--- src/rtl/ttc_intr_arbiter.sv ---
// Funnels the timer channels' level interrupts onto one CPU irq with a channel ID,
// servicing one channel at a time: grant, acknowledge, clear pulse, wait for the line to drop.
module ttc_intr_arbiter #(
    parameter int NUM_CH       = 3,
    parameter int DROP_TIMEOUT = 8
) (
    input  logic              pclk,
    input  logic              p_reset,
    input  logic [NUM_CH-1:0] chan_intr,
    input  logic [NUM_CH-1:0] chan_mask,
    input  logic              rr_mode,
    input  logic              irq_ack,
    input  logic              err_clr,
    output logic              irq,
    output logic [1:0]        irq_id,
    output logic [NUM_CH-1:0] clear_intr,
    output logic              busy,
    output logic              timeout_err
);

    typedef enum logic [1:0] {IDLE, ASSERT, CLEAR, DRAIN} state_t;

    state_t     state;
    logic [1:0] rr_ptr;
    logic [3:0] drain_cnt;
    logic [3:0] intr4;
    logic [3:0] elig4;
    logic [3:0] clr_onehot;
    logic [1:0] winner;
    logic [1:0] next_ptr;

    // Scan NUM_CH slots starting at ptr (or at 0 for fixed priority); first hit wins.
    function automatic logic [1:0] pick_winner(input logic [3:0] elig,
                                               input logic [1:0] ptr,
                                               input logic       rr);
        logic [1:0] pick;
        logic       found;
        logic [2:0] idx;
        pick  = 2'd0;
        found = 1'b0;
        for (int i = 0; i < NUM_CH; i++) begin
            idx = rr ? ({1'b0, ptr} + 3'(i)) : 3'(i);
            if (idx >= 3'(NUM_CH)) idx = idx - 3'(NUM_CH);
            if (!found && elig[idx[1:0]]) begin
                pick  = idx[1:0];
                found = 1'b1;
            end
        end
        return pick;
    endfunction

    // Vectors are widened to 4 bits so a 2-bit channel index is always in range.
    assign intr4      = 4'(chan_intr);
    assign elig4      = 4'(chan_intr & ~chan_mask);
    assign clr_onehot = 4'b0001 << irq_id;
    assign next_ptr   = (irq_id == 2'(NUM_CH - 1)) ? 2'd0 : irq_id + 2'd1;
    assign winner     = pick_winner(elig4, rr_ptr, rr_mode);

    always_ff @(posedge pclk or posedge p_reset) begin
        if (p_reset) begin
            state       <= IDLE;
            irq         <= 1'b0;
            irq_id      <= 2'd0;
            clear_intr  <= '0;
            busy        <= 1'b0;
            timeout_err <= 1'b0;
            rr_ptr      <= 2'd0;
            drain_cnt   <= 4'd0;
        end else begin
            clear_intr <= '0;
            if (err_clr) timeout_err <= 1'b0;
            case (state)
                IDLE: begin
                    if (elig4 != 4'd0) begin
                        irq_id <= winner;
                        irq    <= 1'b1;
                        busy   <= 1'b1;
                        state  <= ASSERT;
                    end
                end
                ASSERT: begin
                    // An ack beats a simultaneous withdrawal of the granted line.
                    if (irq_ack) begin
                        irq        <= 1'b0;
                        clear_intr <= clr_onehot[NUM_CH-1:0];
                        state      <= CLEAR;
                    end else if (!elig4[irq_id]) begin
                        irq   <= 1'b0;
                        busy  <= 1'b0;
                        state <= IDLE;
                    end
                end
                CLEAR: begin
                    rr_ptr    <= next_ptr;
                    drain_cnt <= 4'd0;
                    state     <= DRAIN;
                end
                DRAIN: begin
                    if (!intr4[irq_id]) begin
                        busy  <= 1'b0;
                        state <= IDLE;
                    end else if (drain_cnt == 4'(DROP_TIMEOUT - 1)) begin
                        timeout_err <= 1'b1;
                        busy        <= 1'b0;
                        state       <= IDLE;
                    end else begin
                        drain_cnt <= drain_cnt + 4'd1;
                    end
                end
                default: state <= IDLE;
            endcase
        end
    end

endmodule

--- config.mk ---
export PLATFORM = sky130hd
export DESIGN_NAME = ttc_intr_arbiter
export DESIGN_NICKNAME = d
export VERILOG_FILES = /design/src/rtl/ttc_intr_arbiter.sv
export SDC_FILE = /design/constraint.sdc
export NUM_CORES = 1
export LEC_CHECK = 0
export CAP_MARGIN = 5
export CORE_MARGIN = 4
export CORE_UTILIZATION = 52
export DETAILED_ROUTE_END_ITERATION = 12
export PLACE_DENSITY = 0.82
export SETUP_SLACK_MARGIN = 0.5
export SLEW_MARGIN = 20
export SYNTH_ARGS = -nofsm -noshare
export SYNTH_HDL_FRONTEND = slang
export SYNTH_SLANG_ARGS = --single-unit
--- constraint.sdc ---
create_clock -name pclk -period 3.14 [get_ports pclk]
set_clock_uncertainty 0.15 [all_clocks]
set_input_delay 0.628 -clock pclk [delete_from_list [all_inputs] [get_ports pclk]]
set_output_delay 0.628 -clock pclk [all_outputs]
set_load 0.02 [all_outputs]
==> results of run 1 <==
-- worst max-delay path: cells and delay by family (launching register included) --
family          cells  cell delay (ns)
fa+ha+maj           2             0.67
buf+inv             1             0.18
flops               1             0.46
simple gates        1             0.15
compound gates      5             0.79
-- repair_timing --
action	CTS	global route
buffers inserted	0	1
hold buffers	0	0
resized for setup	0	3
endpoints found under the setup margin	0	1
-- where the power goes --
group	internal, mW	switching, mW	leakage [nW]
logic	0.278	0.329	0.396
clock network	0.0706	0.0628	0.0210
registers	0.269	0.0898	0.209
total	0.617	0.482	0.627
-- cells in the final DEF, fill, tap and decap left out, types with 4 or more instances in the layout --
master                            netlist  final
sky130_fd_sc_hd__o21ai_0                4      4
sky130_fd_sc_hd__clkdlybuf4s50_1        0     17
sky130_fd_sc_hd__nand3b_1               4      4
sky130_fd_sc_hd__ha_1                   6      6
sky130_fd_sc_hd__nor3b_1                4      4
sky130_fd_sc_hd__dfrtp_1               16     16
sky130_fd_sc_hd__nor2_1                 9      9
sky130_fd_sc_hd__nand2_1               12     11
sky130_fd_sc_hd__a21oi_1                5      5
sky130_fd_sc_hd__mux2i_1                4      4
sky130_fd_sc_hd__inv_1                  8      8
sky130_fd_sc_hd__nor2b_1                4      4
-- cell families after synthesis --
logic type	share of synthesized area
adders and majority gates	0.0681
muxes	0.0363
buffers and inverters	0.0511
DFF	0.363
and+or+nand+nor	0.278
AOI/OAI and AO/OA	0.203
-- area by class of cell --
cell class	instances	area (um^2)
Tap cell	27	33.8
Inverter	8	30.0
Fill cell	150	631
Sequential cell	16	400
Clock buffer	4	36.3
Multi-Input combinational cell	93	653
Timing Repair Buffer	20	198
-- state kept, by name, summed over array words and instances, names as in the netlist, named ones only --
signal	flops
busy	1
clear_intr	3
drain_cnt	4
irq	1
irq_id	2
rr_ptr	2
state	1
timeout_err	1
-- final timing paths --
| check | from | endpoint | slack, ns | cells past startpoint |
|---|---|---|---|---|
| setup / recovery | rr_ptr[0] | irq_id[1] | 0.63 | 9 |
| hold / removal | busy | busy | 0.36 | 2 |
| setup reg to reg | rr_ptr[0] | irq_id[1] | 0.63 | 9 |
| hold reg to reg | busy | busy | 0.36 | 2 |
| max in group asynchronous | p_reset | busy | 1.91 | 2 |
| min in group asynchronous | p_reset | timeout_err | 0.55 | 2 |
-- metal layers --
metal / track usage / vias up / share of wire / routed length, um
li1: - / 470 / - / -
met1: 0.239 / 448 / 0.45 / 1030
met2: 0.286 / 48 / 0.45 / 1040
met3: 0.0637 / 0 / 0.093 / 212
met4: 0.0539 / 0 / 0 / 0
met5: 0 / - / 0 / 0
==> Flow_metrics.wiki, run 1 <==
{| class="wikitable"
! Metric !! Value
|-
| TritonCTS clock tree || done
|-
| Hold WC Path Type || reg2reg
|-
| Synthesized instance count || 120
|-
| Worst Max-Slew Pin Slew || between 0.5 and 0.6 ns
|-
| Initial Util || 0.556
|-
| Synth top area cells || sky130_fd_sc_hd__dfrtp_1 (36%), sky130_fd_sc_hd__ha_1 (6.8%), sky130_fd_sc_hd__nand2_1 (4.1%)
|-
| Hold Slack || ~0.36 ns
|-
| Wire length reported by the detailed router || 2290 um
|-
| Minimum setup slack in the final design || 0.633 ns
|-
| Deepest clock path buffer count || 2
|-
| Share of synthesized area occupied by flip-flops and latches || 0.363
|-
| Vias in the first global route || 915
|-
| Buffer cell driving the clock tree root || sky130_fd_sc_hd__clkbuf_4
|-
| Maximum number of pins on one net before global-route repair || 17
|-
| Power, Total || 1.10 mW
|-
| Core occupancy in the finished layout || 0.682
|-
| Port Buf Inserts || 18
|-
| Number of maximum-capacitance violations || 0
|-
| Power per Cell Area || 813 mW/mm^2
|-
| Most frequent cells after synthesis || sky130_fd_sc_hd__dfrtp_1 (16), sky130_fd_sc_hd__nand2_1 (12), sky130_fd_sc_hd__nor2_1 (9)
|-
| Placeable core region || 0.00198 mm^2
|-
| Top flip-flop cell by instance count after synthesis || sky130_fd_sc_hd__dfrtp_1
|-
| Htree depth || 1
|-
| Post-route DRC violation count || 0
|-
| Final TNS setup || 0 ns
|-
| Gp weighted congestion || 0.876
|-
| Status || completed
|-
| CP Class || reg2reg
|-
| TritonCTS buffer count || 3
|-
| Yosys top cell area share || 0.363
|-
| Vias || 966
|-
| WL/cell || 13.6 um
|-
| Number of max-slew violations in the final report || 0
|-
| Register clock-pin slew on the reported worst setup and hold paths || about 0.090 ns
|-
| Horizontal extent of the die || 54.0 um
|-
| Synthesis Warnings || 0
|-
| Time the worst path needs with I/O delays and setup || 2.51 ns
|-
| Post-synthesis cell type with the largest combined area || sky130_fd_sc_hd__dfrtp_1
|-
| Worst setup slack after placement || 0.237 ns
|-
| Antenna violations before repair || 0
|-
| Arrival time worst endpoint || 2.53 ns
|-
| Routed vias/inst || 5.75
|-
| CP Capture Type || register
|-
| Later-pin clock latency in the skew report || 0.28 ns
|-
| Count of state elements after synthesis || 16
|-
| Detailed placement HPWL || 1750 um
|-
| Worst slew slack as a fraction of its limit || 0.608
|-
| Async set-reset flop share out of synthesis || 1.00
|-
| Total grt overflow || 0
|-
| Number of nets in the final layout || 159
|-
| Wire length of the first global-routing pass || 3890 um
|-
| Remaining number of nets flagged by the antenna check after routing || 0
|-
| Tot GR Track Use || 0.184
|-
| Total instance count after detailed placement || 163
|-
| Post-synthesis area per instance || slightly above 9 um^2
|-
| Worst vdd ir || ~0.52 mV
|-
| Unrepaired setup endpoints after global routing || no
|-
| Final-report setup violation count || 0
|-
| Cell with the largest stage delay on the worst path || sky130_fd_sc_hd__dfrtp_1
|-
| Most common cell in the netlist || sky130_fd_sc_hd__dfrtp_1
|-
| Endpoints failing hold || 0
|-
| Peak clock frequency supported by timing || 0.399 GHz
|-
| Relative area change from synthesis to final layout || 22.6%
|-
| Number of enable-type register cells in the synthesized netlist || 0
|-
| Area of the mapped netlist || roughly 0.0011 mm^2
|-
| Floorplan die height || 54.0 um
|-
| Final instance count without filler cells || 168
|-
| Proportion of layout cells with a drive suffix above 1 || 0.121
|-
| Detailed router's first-iteration violation count || 32
|-
| I/O pin count || 19
|-
| Final instance area || approximately 0.0014 mm^2
|-
| Number of diodes || 0
|-
| Number of sinks handled by clock tree synthesis || 16
|-
| Die outline area || around 0.003 mm^2
|-
| Total cell area at the placement stage || 0.00130 mm^2
|-
| Cell breakdown of the critical path || ha_1, and2_1, ha_1, o221ai_2, buf_4, o211ai_1, a22o_1, o21ai_1, o21ai_1
|-
| Category of the worst setup path launch point || register
|-
| Std cell rows || 16
|-
| Mapped Nets || 137
|-
| Critical path fanouts, max || 6
|-
| Required @ worst endpoint || 3.16 ns
|-
| Post-route fraction of the period consumed by the critical path || 0.798
|-
| Static leakage power || between 0.6 and 0.7 nW
|-
| Critical path's largest stage delay || 0.46 ns
|-
| Number of library cell types mapped by synthesis || 43
|-
| Number of optimization iterations in the first detailed-route pass || 4
|}
Note: power is estimated with default switching activity, not from simulation.
==> run 2: changes to the inputs <==
--- a/config.mk
+++ b/config.mk
@@ -7,9 +7,9 @@
 export LEC_CHECK = 0
 export CAP_MARGIN = 5
 export CORE_MARGIN = 4
-export CORE_UTILIZATION = 52
+export CORE_UTILIZATION = 47
 export DETAILED_ROUTE_END_ITERATION = 12
-export PLACE_DENSITY = 0.82
+export PLACE_DENSITY = 0.78
 export SETUP_SLACK_MARGIN = 0.5
 export SLEW_MARGIN = 20
 export SYNTH_ARGS = -nofsm -noshare
==> constraint.sdc (replaced) <==
create_clock -name pclk -period 2 [get_ports pclk]
set_clock_uncertainty 0.15 [all_clocks]
set_input_delay 0.4 -clock pclk [delete_from_list [all_inputs] [get_ports pclk]]
set_output_delay 0.4 -clock pclk [all_outputs]
set_load 0.02 [all_outputs]
==> run 2 against run 1 <==
Effect of this change:
- count of clock-buffer cells in the layout unchanged
- final area up 26%
- non-clock buffer count up 32
- the run now ends with negative setup slack left
- sequential power up 51%
- critical path type unchanged
- die area up 9.0%
- largest power group unchanged
- global-route usage up 0.12 points
==> Flow_metrics.wiki, run 2 (synthesized netlist as in run 1, its figures left out) <==
{| class="wikitable"
! Metric !! Value
|-
| Count of hold buffers inserted by post-cts repair || 0 (unchanged)
|-
| Die outline area || 0.00318 mm^2 (+9.0%)
|-
| Number of sinks handled by clock tree synthesis || 16 (unchanged)
|-
| Static leakage power || 0.817 nW (+30%)
|-
| Register clock-pin slew on the reported worst setup and hold paths || 0.10 ns (about the same)
|-
| Number of maximum-capacitance violations || 0 (unchanged)
|-
| Category of the worst setup path launch point || register
|-
| Largest regs || drain_cnt x4, clear_intr x3
|-
| Number of nets in the final layout || 191 (+20%)
|-
| Post-route DRC violation count || 0 (unchanged)
|-
| I/O pin count || 19 (unchanged)
|-
| Total grt overflow || 0 (unchanged)
|-
| Later-pin clock latency in the skew report || 0.29 ns (about the same)
|-
| Fill cell count || 154 (+2.7%)
|-
| Horizontal extent of the die || 56.4 um (+4.4%)
|-
| Initial Util || 0.498 (-0.0579)
|-
| Vias || 1077 (+11%)
|-
| Post-route fraction of the period consumed by the critical path || 1.07 (+0.272)
|-
| CP Class || reg2reg
|-
| CP Capture Type || register
|-
| Endpoints failing hold || 0 (unchanged)
|-
| Remaining number of nets flagged by the antenna check after routing || 0 (unchanged)
|-
| Leading cell type in the layout, fill and taps excluded || sky130_fd_sc_hd__buf_4
|-
| Detailed placement HPWL || 1980 um (+13%)
|-
| Wire length of the first global-routing pass || 4710 um (+21%)
|-
| Routed vias/inst || 5.36 (-6.8%)
|-
| TritonCTS clock tree || done
|-
| Time the worst path needs with I/O delays and setup || 2.14 ns (-0.366 ns)
|-
| Number of flip-flops under the largest register name || 4 (unchanged)
|-
| Placeable core region || 0.00221 mm^2 (+12%)
|-
| Minimum setup slack in the final design || -0.141 ns (-0.774 ns)
|-
| Port Buf Inserts || 18 (unchanged)
|-
| Violated checks || negative setup slack
|-
| Htree depth || 1 (unchanged)
|-
| Peak clock frequency supported by timing || 0.467 GHz (+17%)
|-
| Antenna violations before repair || 0 (unchanged)
|-
| TritonCTS buffer count || 3 (unchanged)
|-
| Final instance area || 0.00170 mm^2 (+26%)
|-
| Hold WC Path Type || in2async
|-
| WL/cell || 14.2 um (+4.4%)
|-
| Top register by number of flip-flops || drain_cnt
|-
| Unrepaired setup endpoints after global routing || yes
|-
| Detailed router's first-iteration violation count || 40 (+25%)
|-
| Number of diodes || 0 (unchanged)
|-
| Final TNS setup || -0.255 ns (-0.255 ns)
|-
| Status || finished with violations
|-
| Worst vdd ir || 0.882 mV (+69%)
|-
| Relative area change from synthesis to final layout || 54.5%
|-
| Total cell area at the placement stage || 0.00151 mm^2 (+17%)
|-
| Power per Cell Area || 1360 mW/mm^2 (+68%)
|-
| Number of optimization iterations in the first detailed-route pass || 4 (unchanged)
|-
| Maximum number of pins on one net before global-route repair || 17 (unchanged)
|-
| Number of max-slew violations in the final report || 0 (unchanged)
|-
| Core occupancy in the finished layout || 0.770 (+0.0880)
|-
| Worst Max-Slew Pin Slew || 0.577 ns (-0.0103 ns)
|-
| Power, Total || 2.32 mW (+110%)
|-
| Deepest clock path buffer count || 2 (unchanged)
|-
| Wire length reported by the detailed router || 2860 um (+25%)
|-
| Gp weighted congestion || 0.850 (-2.9%)
|-
| Tot GR Track Use || 0.185 (+0.00117)
|-
| Required @ worst endpoint || 2.03 ns (-1.13 ns)
|-
| Floorplan die height || 56.4 um (+4.4%)
|-
| Worst slew slack as a fraction of its limit || 0.615 (+0.00689)
|-
| Final-report setup violation count || 2 (+2)
|-
| Most used cells in the layout excluding fill and tap cells || sky130_fd_sc_hd__buf_4 (25), sky130_fd_sc_hd__dfrtp_1 (15), sky130_fd_sc_hd__nand2_1 (11), sky130_fd_sc_hd__buf_6 (11), sky130_fd_sc_hd__inv_1 (8)
|-
| Std cell rows || 17 (+1)
|-
| Vias in the first global route || 1110 (+21%)
|-
| Proportion of layout cells with a drive suffix above 1 || 0.422 (+0.301)
|-
| Critical path fanouts, max || 2 (-4)
|-
| Buffer cell driving the clock tree root || sky130_fd_sc_hd__clkbuf_4
|-
| Arrival time worst endpoint || 2.17 ns (-0.36 ns)
|}
-- run 2: what timing repair did --
action / 4_1_cts / 5_1_grt
hold endpoints to repair: 0 / 0
gates cloned: 0 / 0
setup buffers: 7 / 3
setup endpoints to repair: 19 / 18
pin swaps: 17 / 14
gates resized for setup: 53 / 14
-- run 2: final timing paths --
| check | startpoint | to | slack [ns] | cells past startpoint |
|---|---|---|---|---|
| worst max-delay path | rr_ptr[1] | irq_id[0] | -0.14 | 8 |
| worst min-delay path | p_reset | drain_cnt[2] | 0.31 | 2 |
| worst max register to register | rr_ptr[1] | irq_id[0] | -0.14 | 8 |
| worst min register to register | drain_cnt[0] | drain_cnt[0] | 0.37 | 1 |
| max in group asynchronous | p_reset | irq_id[0] | 0.98 | 2 |
| min in group pclk | drain_cnt[0] | drain_cnt[0] | 0.37 | 1 |
-- run 2: worst max-delay path: stages, from the launching register on --
cell and delay [ns]:
sky130_fd_sc_hd__dfrtp_1 0.42, sky130_fd_sc_hd__ha_4 0.25, sky130_fd_sc_hd__and2_4 0.14, sky130_fd_sc_hd__ha_4 0.24, sky130_fd_sc_hd__o221ai_4 0.17, sky130_fd_sc_hd__a21oi_1 0.09
sky130_fd_sc_hd__o211a_1 0.23, sky130_fd_sc_hd__o32ai_2 0.27, sky130_fd_sc_hd__a21oi_1 0.06
-- run 2: power breakdown --
group | total, mW | internal (mW) | switching [mW]
sequential | 0.542 | 0.425 | 0.117
clock | 0.211 | 0.111 | 0.0997
combinational | 1.57 | 0.830 | 0.739
total | 2.32 | 1.37 | 0.956
-- run 2: per-layer routing --
metal	wire, um	GRT usage	share of wire
met1	1270	0.235	0.44
met2	1430	0.309	0.50
met3	140	0.0483	0.049
met4	20	0.0475	0.0070
met5	0	0	0
-- run 2: per-stage QoR --
| stage | std cells | hold slack, ns | setup WS (ns) |
|---|---|---|---|
| final | 201 | 0.311 | -0.141 |
| after global routing | 201 | 0.369 | -0.240 |
| after CTS | 198 | 0.331 | -0.117 |
| after floorplan | 120 | 0.164 | -0.133 |
| after global placement | 187 | 0.323 | -0.487 |
| after detailed placement | 187 | 0.346 | -0.571 |
-- run 2: area by class of cell --
cell class	count	area, um^2	area share
clock buffers	4	36.3	0.0213
inverters	8	30.0	0.0176
multi-input cells	93	761	0.447
flip-flops and latches	16	402	0.236
well taps	28	35.0	0.0206
repair buffers	52	439	0.258
==> run 3: changes to the inputs <==
--- a/config.mk
+++ b/config.mk
@@ -7,9 +7,9 @@
 export LEC_CHECK = 0
 export CAP_MARGIN = 5
 export CORE_MARGIN = 4
-export CORE_UTILIZATION = 47
+export CORE_UTILIZATION = 45
 export DETAILED_ROUTE_END_ITERATION = 12
-export PLACE_DENSITY = 0.78
+export PLACE_DENSITY = 0.72
 export SETUP_SLACK_MARGIN = 0.5
 export SLEW_MARGIN = 20
 export SYNTH_ARGS = -nofsm -noshare
==> run 3 against run 2 <==
Effect of this change:
- the run still ends with negative setup slack left
- critical path type unchanged
- count of clock-buffer cells in the layout stayed put
- non-clock buffer count is 3 higher
- worst setup slack worse by 0.021 ns
- utilization is 0.34 points lower
==> Flow_metrics.wiki, run 3 (synthesized netlist as in run 1, its figures left out) <==
{| class="wikitable"
! Metric !! Value
|-
| Remaining number of nets flagged by the antenna check after routing || 0 (unchanged)
|-
| Total cell area at the placement stage || 0.00152 mm^2 (+0.50%)
|-
| Power per Cell Area || 1400 mW/mm^2 (+2.5%)
|-
| Relative area change from synthesis to final layout || 58.2%
|-
| Time the worst path needs with I/O delays and setup || 2.16 ns (+0.0209 ns)
|-
| Total grt overflow || 0 (unchanged)
|-
| Port Buf Inserts || 18 (unchanged)
|-
| I/O pin count || 19 (unchanged)
|-
| TritonCTS clock tree || done
|-
| Tot GR Track Use || 0.185 (about the same)
|-
| Floorplan die height || 57.5 um (+1.9%)
|-
| CP Capture Type || register
|-
| Horizontal extent of the die || 57.5 um (+1.9%)
|-
| Post-route fraction of the period consumed by the critical path || 1.08 (+0.0105)
|-
| Post-route DRC violation count || 0 (unchanged)
|-
| Most used cells in the layout excluding fill and tap cells || sky130_fd_sc_hd__buf_4 (30), sky130_fd_sc_hd__dfrtp_1 (14), sky130_fd_sc_hd__nand2_1 (9), sky130_fd_sc_hd__buf_6 (9)
|-
| Buffer cell driving the clock tree root || sky130_fd_sc_hd__clkbuf_4
|-
| Worst slew slack as a fraction of its limit || 0.593 (-0.0226)
|-
| Power dissipated by switching net loads || 1.02 mW (+6.4%)
|-
| Part of the total power dissipated in the clock network || 0.093 (+0.002)
|-
| Vias || 1144 (+6.2%)
|-
| Detailed placement HPWL || 2070 um (+4.7%)
|-
| Detailed router's first-iteration violation count || 35 (-13%)
|-
| Core occupancy in the finished layout || 0.766 (-0.00344)
|-
| Number of max-slew violations in the final report || 0 (unchanged)
|-
| Cell breakdown of the critical path || ha_4, and2_4, ha_4, nor3b_4, o221ai_4, buf_6, nand3_2, a21oi_2, o32ai_2, a21oi_1
|-
| WL/cell || 15.0 um (+5.7%)
|-
| CP Class || reg2reg
|-
| Register clock-pin slew on the reported worst setup and hold paths || 0.11 ns (about the same)
|-
| Static leakage power || 0.834 nW (+2.1%)
|-
| Category of the worst setup path launch point || register
|-
| Relative contribution of sequential cells to total power || 0.228 (-0.005)
|-
| Vias in the first global route || 1142 (+2.9%)
|-
| Power, Total || 2.44 mW (+5.0%)
|-
| Largest regs || drain_cnt x4, clear_intr x3
|-
| Placeable core region || 0.00228 mm^2 (+2.9%)
|-
| Worst path bufs/invs || 1 (+1)
|-
| Std cell rows || 17 (unchanged)
|-
| Endpoints failing hold || 0 (unchanged)
|-
| Cell with the largest stage delay on the worst path || sky130_fd_sc_hd__dfrtp_1
|-
| Count of hold buffers inserted by post-cts repair || 0 (unchanged)
|-
| Hold WC Path Type || in2async
|-
| Wire length of the first global-routing pass || 4900 um (+4.0%)
|-
| Minimum setup slack in the final design || -0.162 ns (-0.0209 ns)
|-
| Status || finished with violations
|-
| Deepest clock path buffer count || 2 (unchanged)
|-
| Later-pin clock latency in the skew report || 0.30 ns (about the same)
|-
| Number of maximum-capacitance violations || 0 (unchanged)
|-
| Die outline area || 0.00331 mm^2 (+3.8%)
|-
| Cell type with the highest occurrence count on the critical path || sky130_fd_sc_hd__ha_4
|-
| Switching Fraction || 0.417 (+0.00558)
|-
| Worst Max-Slew Pin Slew || 0.610 ns (+0.0339 ns)
|-
| Worst setup slack after placement || -0.573 ns (-0.00197 ns)
|-
| Arrival time worst endpoint || 2.21 ns (+0.04 ns)
|-
| Critical path's largest stage delay || 0.42 ns (about the same)
|-
| TritonCTS buffer count || 3 (unchanged)
|-
| Number of diodes || 0 (unchanged)
|-
| Routed vias/inst || 5.61 (+4.7%)
|-
| Leading cell type in the layout, fill and taps excluded || sky130_fd_sc_hd__buf_4
|-
| Antenna violations before repair || 0 (unchanged)
|-
| Number of nets in the final layout || 194 (+1.6%)
|-
| Violated checks || negative setup slack
|-
| Combinational power share || 0.679 (+0.003)
|-
| Peak clock frequency supported by timing || 0.463 GHz (-0.97%)
|-
| Family of cells with the greatest summed delay on the critical path || compound AO/OA/AOI/OAI gates
|-
| Final instance area || 0.00174 mm^2 (+2.4%)
|-
| Gp weighted congestion || 0.870 (+2.4%)
|-
| Top register by number of flip-flops || drain_cnt
|-
| Required @ worst endpoint || 2.04 ns (about the same)
|-
| Cell internal power dissipation || 1.42 mW (+4.0%)
|-
| Proportion of layout cells with a drive suffix above 1 || 0.477 (+0.0553)
|-
| Wire length reported by the detailed router || 3070 um (+7.2%)
|-
| Number of sinks handled by clock tree synthesis || 16 (unchanged)
|-
| Htree depth || 1 (unchanged)
|-
| Worst vdd ir || 0.895 mV (+1.5%)
|-
| Unrepaired setup endpoints after global routing || yes
|-
| Maximum number of pins on one net before global-route repair || 17 (unchanged)
|-
| Number of flip-flops under the largest register name || 4 (unchanged)
|-
| Critical path fanouts, max || 4 (+2)
|-
| Number of optimization iterations in the first detailed-route pass || 4 (unchanged)
|-
| Final-report setup violation count || 2 (unchanged)
|-
| Hold Slack || 0.310 ns (-0.000361 ns)
|-
| Initial Util || 0.484 (-0.0140)
|}
## run 3: changes by cell type in the layout (fill, tap and decap cells not counted), sizes merged
cell / before / now
buf: 38 / 42
clkbuf: 7 / 6
## run 3: routing by layer
| layer | wire (um) | track usage |
|---|---|---|
| met2 | 1560 | 0.337 |
| met1 | 1310 | 0.224 |
| met5 | 0 | 0 |
| met3 | 173 | 0.0294 |
| met4 | 26 | 0.0464 |
## run 3: per-stage QoR
stage / instances / setup TNS [ns]
final: 204 / -0.309
after global routing: 204 / -0.457
after CTS: 198 / -0.293
after detailed placement: 188 / -1.28
after global placement: 188 / -1.08
after floorplan: 120 / -0.133
## run 3: path summary, 6_finish.rpt
check / startpoint / to / slack (ns) / cells past startpoint
hold reg to reg: drain_cnt[0] / drain_cnt[0] / 0.36 / 1
setup / recovery: rr_ptr[0] / irq_id[0] / -0.16 / 10
max in group asynchronous: p_reset / irq_id[0] / 0.96 / 2
min in group pclk: drain_cnt[0] / drain_cnt[0] / 0.36 / 1
hold / removal: p_reset / rr_ptr[0] / 0.31 / 2
setup reg to reg: rr_ptr[0] / irq_id[0] / -0.16 / 10
## run 3: timing repair
item / CTS / global route
pin swaps: 15 / 15
resized for setup: 47 / 28
buffers inserted: 6 / 6
setup endpoints to repair: 19 / 17
## run 3: power by group through the flow
stage | registers (mW) | clock network (mW) | logic, mW
finish | 0.557 | 0.227 | 1.65
detailed placement | 0.565 | 0 | 1.25
global placement | 0.563 | 0 | 1.22
floorplan | 0.569 | 0 | 0.780
global route | 0.569 | 0.249 | 1.78
CTS | 0.544 | 0.225 | 1.42
## run 3: final cells by class
type | count | area (um^2)
inverters | 8 | 30.0
flip-flops and latches | 16 | 403
clock buffers | 4 | 36.3
well taps | 28 | 35.0
fillers | 161 | 532
repair buffers | 55 | 454
multi-input cells | 93 | 786
